File: config.mk
export PLATFORM = sky130hd
export DESIGN_NAME = pi_loop_sequencer
export DESIGN_NICKNAME = d
export VERILOG_FILES = /design/src/rtl/pi_loop_sequencer.sv
export SDC_FILE = /design/constraint.sdc
export NUM_CORES = 1
export LEC_CHECK = 0
export CAP_MARGIN = 20
export CORE_ASPECT_RATIO = 1.2
export CORE_MARGIN = 2
export CORE_UTILIZATION = 38
export DETAILED_ROUTE_END_ITERATION = 10
export GPL_ROUTABILITY_DRIVEN = 0
export PLACE_DENSITY = 0.69
export REMOVE_ABC_BUFFERS = 1
export SLEW_MARGIN = 5
export SYNTH_ARGS = -nofsm -noshare
export SYNTH_HDL_FRONTEND = slang
export SYNTH_SLANG_ARGS = --single-unit
File: constraint.sdc
create_clock -name clk -period 5.17 [get_ports clk]
set_clock_uncertainty 0.15 [all_clocks]
set_input_delay 1.551 -clock clk [delete_from_list [all_inputs] [get_ports clk]]
set_output_delay 1.551 -clock clk [all_outputs]
set_load 0.02 [all_outputs]
File: src/rtl/pi_loop_sequencer.sv
// rtl/pi_loop_sequencer.sv - velocity PI loop scheduler: loop-rate tick, sample/update/settle/capture, duty publish
module pi_loop_sequencer #(
    parameter int PERIOD_W    = 16,
    parameter int PIPE_LAT    = 2,
    parameter int STALE_LIMIT = 4
) (
    input  logic                clk,
    input  logic                reset,
    input  logic                run,
    input  logic [PERIOD_W-1:0] period,
    input  logic                cfg_wr,
    input  logic [13:0]         cfg_kp,
    input  logic [13:0]         cfg_ki,
    input  logic [15:0]         cfg_desired,
    input  logic                meas_valid,
    input  logic [15:0]         meas_velocity,
    output logic                meas_ready,
    output logic [13:0]         kp,
    output logic [13:0]         ki,
    output logic [15:0]         desired_velocity,
    output logic [15:0]         actual_velocity,
    output logic                pi_enable,
    input  logic [9:0]          gain_in,
    output logic [9:0]          duty_gain,
    output logic                duty_valid,
    output logic                stale,
    output logic                overrun
);

    localparam int SW = (PIPE_LAT > 1) ? $clog2(PIPE_LAT) : 1;
    localparam int MW = $clog2(STALE_LIMIT + 1);
    localparam logic [SW-1:0] SETTLE_LAST = SW'(PIPE_LAT - 1);
    localparam logic [MW-1:0] MISS_MAX    = MW'(STALE_LIMIT);

    typedef enum logic [2:0] {
        S_IDLE, S_WAIT, S_SAMPLE, S_UPDATE, S_SETTLE, S_CAPTURE
    } state_t;

    state_t              state, state_next;
    logic [PERIOD_W-1:0] count;
    logic                tick;
    logic [SW-1:0]       settle_cnt;
    logic [MW-1:0]       miss_cnt;
    logic [13:0]         sh_kp, sh_ki;
    logic [15:0]         sh_desired;

    assign tick  = run && (count == '0);
    assign stale = (miss_cnt >= MISS_MAX);

    // Loop-rate down-counter; parked at the reload value whenever the loop is stopped.
    always_ff @(posedge clk) begin
        if (reset || !run || tick)
            count <= period;
        else
            count <= count - PERIOD_W'(1);
    end

    always_ff @(posedge clk) begin
        if (reset)
            state <= S_IDLE;
        else
            state <= state_next;
    end

    always_comb begin
        state_next = state;
        if (!run) begin
            state_next = S_IDLE;
        end else begin
            case (state)
                S_IDLE:    state_next = S_WAIT;
                S_WAIT:    if (tick) state_next = S_SAMPLE;
                S_SAMPLE:  state_next = S_UPDATE;
                S_UPDATE:  state_next = S_SETTLE;
                S_SETTLE:  if (settle_cnt == SETTLE_LAST) state_next = S_CAPTURE;
                S_CAPTURE: state_next = S_WAIT;
                default:   state_next = S_IDLE;
            endcase
        end
    end

    always_comb begin
        meas_ready = run && (state == S_SAMPLE);
        pi_enable  = (state == S_UPDATE);
    end

    always_ff @(posedge clk) begin
        if (reset || state != S_SETTLE)
            settle_cnt <= '0;
        else
            settle_cnt <= settle_cnt + SW'(1);
    end

    // Shadow copy happens with the old shadow value, so a same-cycle cfg_wr lands next loop.
    always_ff @(posedge clk) begin
        if (reset) begin
            sh_kp            <= '0;
            sh_ki            <= '0;
            sh_desired       <= '0;
            kp               <= '0;
            ki               <= '0;
            desired_velocity <= '0;
            actual_velocity  <= '0;
            miss_cnt         <= '0;
            duty_gain        <= '0;
            duty_valid       <= 1'b0;
            overrun          <= 1'b0;
        end else begin
            if (cfg_wr) begin
                sh_kp      <= cfg_kp;
                sh_ki      <= cfg_ki;
                sh_desired <= cfg_desired;
            end
            if (!run) begin
                duty_gain  <= '0;
                duty_valid <= 1'b0;
                overrun    <= 1'b0;
            end else begin
                duty_valid <= (state == S_CAPTURE);
                if (state == S_SAMPLE) begin
                    kp               <= sh_kp;
                    ki               <= sh_ki;
                    desired_velocity <= sh_desired;
                    if (meas_valid) begin
                        actual_velocity <= meas_velocity;
                        miss_cnt        <= '0;
                    end else if (miss_cnt != MISS_MAX) begin
                        miss_cnt <= miss_cnt + MW'(1);
                    end
                end
                if (state == S_CAPTURE)
                    duty_gain <= stale ? '0 : gain_in;
                if (tick && state != S_WAIT)
                    overrun <= 1'b1;
            end
        end
    end

endmodule

==> impl_metrics.csv <==
group,metric,value,unit
run_status,status,"finished clean",
finish,area_growth,48.0,%
die,die_y,130,µm
cts,numCtsBuffers,17,
cts,cts.clk_slew.worst_paths,0.06,ns
drt,drc,0,
power,p_seq_share,41.7,%
global_routing,grt_overflow,0,
sta,final.min_clock_period,4.79,ns
placement,io_buffers,165,
drt,ant_nets,0,
critical_path,arrival,3.09,ns
synth,synth_simple_gate_area_share,18.4,%
die,die_x,109,µm
critical_path,worstReg2RegEnd,"count[13]",
critical_path,r2r_cells,6,
flow_run,maxCapViolCount,0,
finish,final_common_cell,"clkdlybuf4s50_1",
sta,hold_violations,0,
power,powerDensity,360,nW/µm²
synth,synth_edf_count,0,
finish,nNetsFinal,815,
sta,setup_viol,0,
critical_path,rr_startpoint,"count[0]",
min_path,worst_hold_path_type,"flip-flop to flip-flop",
power,switching_share,20.1,%
critical_path,start_kind,"input port",
sta,relSlewSlack,27.2,%
power,power,2.70,mW
power,p_sw,544,µW
synth,synth_top_area_cell,"dfxtp_1",
power,clkPwrFrac,52.4,%
synth,ys.flop_type,"dfxtp_1",
sta,slew_viol_final,0,
critical_path,reg2reg_slack,2.68,ns
die,initial_utilization,38.6,%
synth,synthCells,569,
sta,clock.fmax,209,MHz
synth,synth_area_per_cell,8.90,µm²
die,io_pins,166,
global_routing,grt_max_degree,109,
drt,wl,12.5,mm
synth,synth_xor_area_share,1.90,%
sta,min_period_over_period,92.7,%
cts,hold_buffers,0,
min_path,holdPathStages,2,
die,core.rowCount,46,
min_path,hold_path.startpoint,"sh_ki[5]",
cts,clk_latency,0.41,ns
sta,tightest_slew,1.09,ns
critical_path,startpoint,"run",
power,p_int,2.16,mW
drt,drt_pass1_iterations,6,
finish,drive_gt1_share,5.99,%
critical_path,cp-end-kind,"output pin",
die,die_area,14300,µm²
synth,synth-seq-cells,139,
cts,cts_tree,"yes",
power,irDropWorstVdd,206,µV
cts,cts_setup_buffers,0,
cts,cts_resized,0,
synth,synth_area,5060,µm²
finish,num_antenna_cells,0,
synth,synth_top_family_by_area,"simple AND/OR/NAND/NOR gates",
synth,synth.area.mux_share,8.90,%
cts,clockBufferDepth,2,
drt,drtIter0Drc,173,
synth,yosys-top-cells-area,"dfxtp_1 (55%), nand2_1 (10%), mux2i_1 (8.9%), a21oi_1 (6.5%), nor2_1 (4.4%)",
die,coreArea,13100,µm²
power,combPwrFrac,5.9,%
critical_path,path_class,"input port to output pin",
synth,synth_adder_area_share,0.741,%
synth,synth_seq_area_share,55.0,%
drt,wl_per_cell,13.8,µm
finish,final_util,57.1,%
cts,root_buffer,"clkbuf_16",
synth,synth.distinct_cells,39,
sta,holdWs,0.299,ns
sta,rsz0062_at_grt,"no",
synth,synth-compound-area-share,11.7,%
global_routing,grt_pass1_vias,4341,
drt,viasPerCell,4.83,
critical_path,cp_data_required_time,3.47,ns
synth,async_flop_share,0,%
synth,synth_top_area_share,55.0,%
power,p_leak,2.83,nW
placement,place_hpwl,8.38,mm
finish,final_cell_mix,"clkdlybuf4s50_1 (163), nand2_1 (139), dfxtp_1 (139)",
cts,cts_sinks,139,
critical_path,crit_path_max_fanout,6,
global_routing,grt_pass1_wl,20.1,mm
global_routing,antenna_found_initial,0,
drt,vias,4358,
min_path,hold_end,"ki[5]",
cts,ctsHtreeMaxLevel,4,
synth,yosys_warnings,0,
global_routing,grt_usage,17.9,%
==> cells in the mapped netlist (all sizes together), types with 2 or more instances <==
cell / n
o31ai: 2
nor2: 59
xor2: 4
inv: 7
nor4: 4
dfxtp: 139
clkbuf: 19
a21o: 2
buf: 17
xnor2: 7
a22o: 10
a31oi: 3
nor2b: 4
or4: 2
ha: 3
o21ai: 16
nor3b: 2
a21oi: 66
nand2b: 2
mux2i: 45
or3: 4
nor3: 4
nand2: 140
==> metrics by stage <==
stage | cells | instance area, µm² | TNS (ns) | setup slack (ns)
after floorplan | 533 | 4920 | -0.0441 | -0.0441
after global placement | 870 | 6800 | 0 | 0.389
after detailed placement | 870 | 6800 | 0 | 0.372
after CTS | 902 | 7500 | 0 | 0.356
after global routing | 902 | 7500 | 0 | 0.265
final | 902 | 7500 | 0 | 0.377
==> critical path, stage by stage <==
cell and delay (ns):
clkdlybuf4s50_1 0.58, nand3b_1 0.22, inv_2 0.13, clkdlybuf4s50_1 0.61
==> registers in the layout, indices dropped and copies added (netlist names) <==
signal / flops
state: 3
duty_gain: 10
duty_valid: 1
sh_desired: 16
kp: 14
sh_ki: 14
desired_velocity: 16
ki: 14
settle_cnt: 1
actual_velocity: 16
miss_cnt: 3
overrun: 1
sh_kp: 14
count: 16
==> final cells by class <==
type / count / area, µm²
Sequential cell: 139 / 2780
Inverter: 7 / 26.3
Timing Repair Buffer: 169 / 1670
Clock inverter: 14 / 267
Fill cell: 1173 / 5630
Tap cell: 168 / 210
Clock buffer: 18 / 429
Multi-Input combinational cell: 387 / 2110
==> how the worst max path moves through the flow <==
stage,to,slack [ns],cells after the start
after detailed placement,meas_ready,0.37,4
after global routing,meas_ready,0.26,4
after global placement,meas_ready,0.39,4
after floorplan,meas_ready,-0.04,2
after CTS,meas_ready,0.36,4
final,meas_ready,0.38,4
==> logic make-up (layout without fill, tap and decap cells) <==
kind of cell    Yosys count  after routing
compound gates          103            103
simple gates            225            225
flops                   139            139
fa+ha+maj                 3              3
mux                      45             45
xor+xnor                 11             11
buf+inv                  43            208
==> routing by layer <==
layer / part of all wire (%) / wire length, µm / up-vias / global-route usage, %
li1: - / - / 2190 / -
met2: 49 / 6080 / 123 / 30.5
met4: 3.1 / 391 / 0 / 8.64
met3: 5.7 / 716 / 30 / 4.96
met5: 0 / 0 / - / 0
met1: 42 / 5280 / 2015 / 20.5
==> power groups by stage <==
stage          registers [mW]  logic [mW]  clock network [mW]
2_1_floorplan            1.14      0.0590                   0
3_3_place_gp             1.15       0.157                   0
3_5_place_dp             1.15       0.161                   0
4_1_cts                  1.13       0.163                1.44
5_1_grt                  1.13       0.176                1.49
6_report                 1.13       0.161                1.41
No activity file was read; power rests on OpenSTA's default activity.
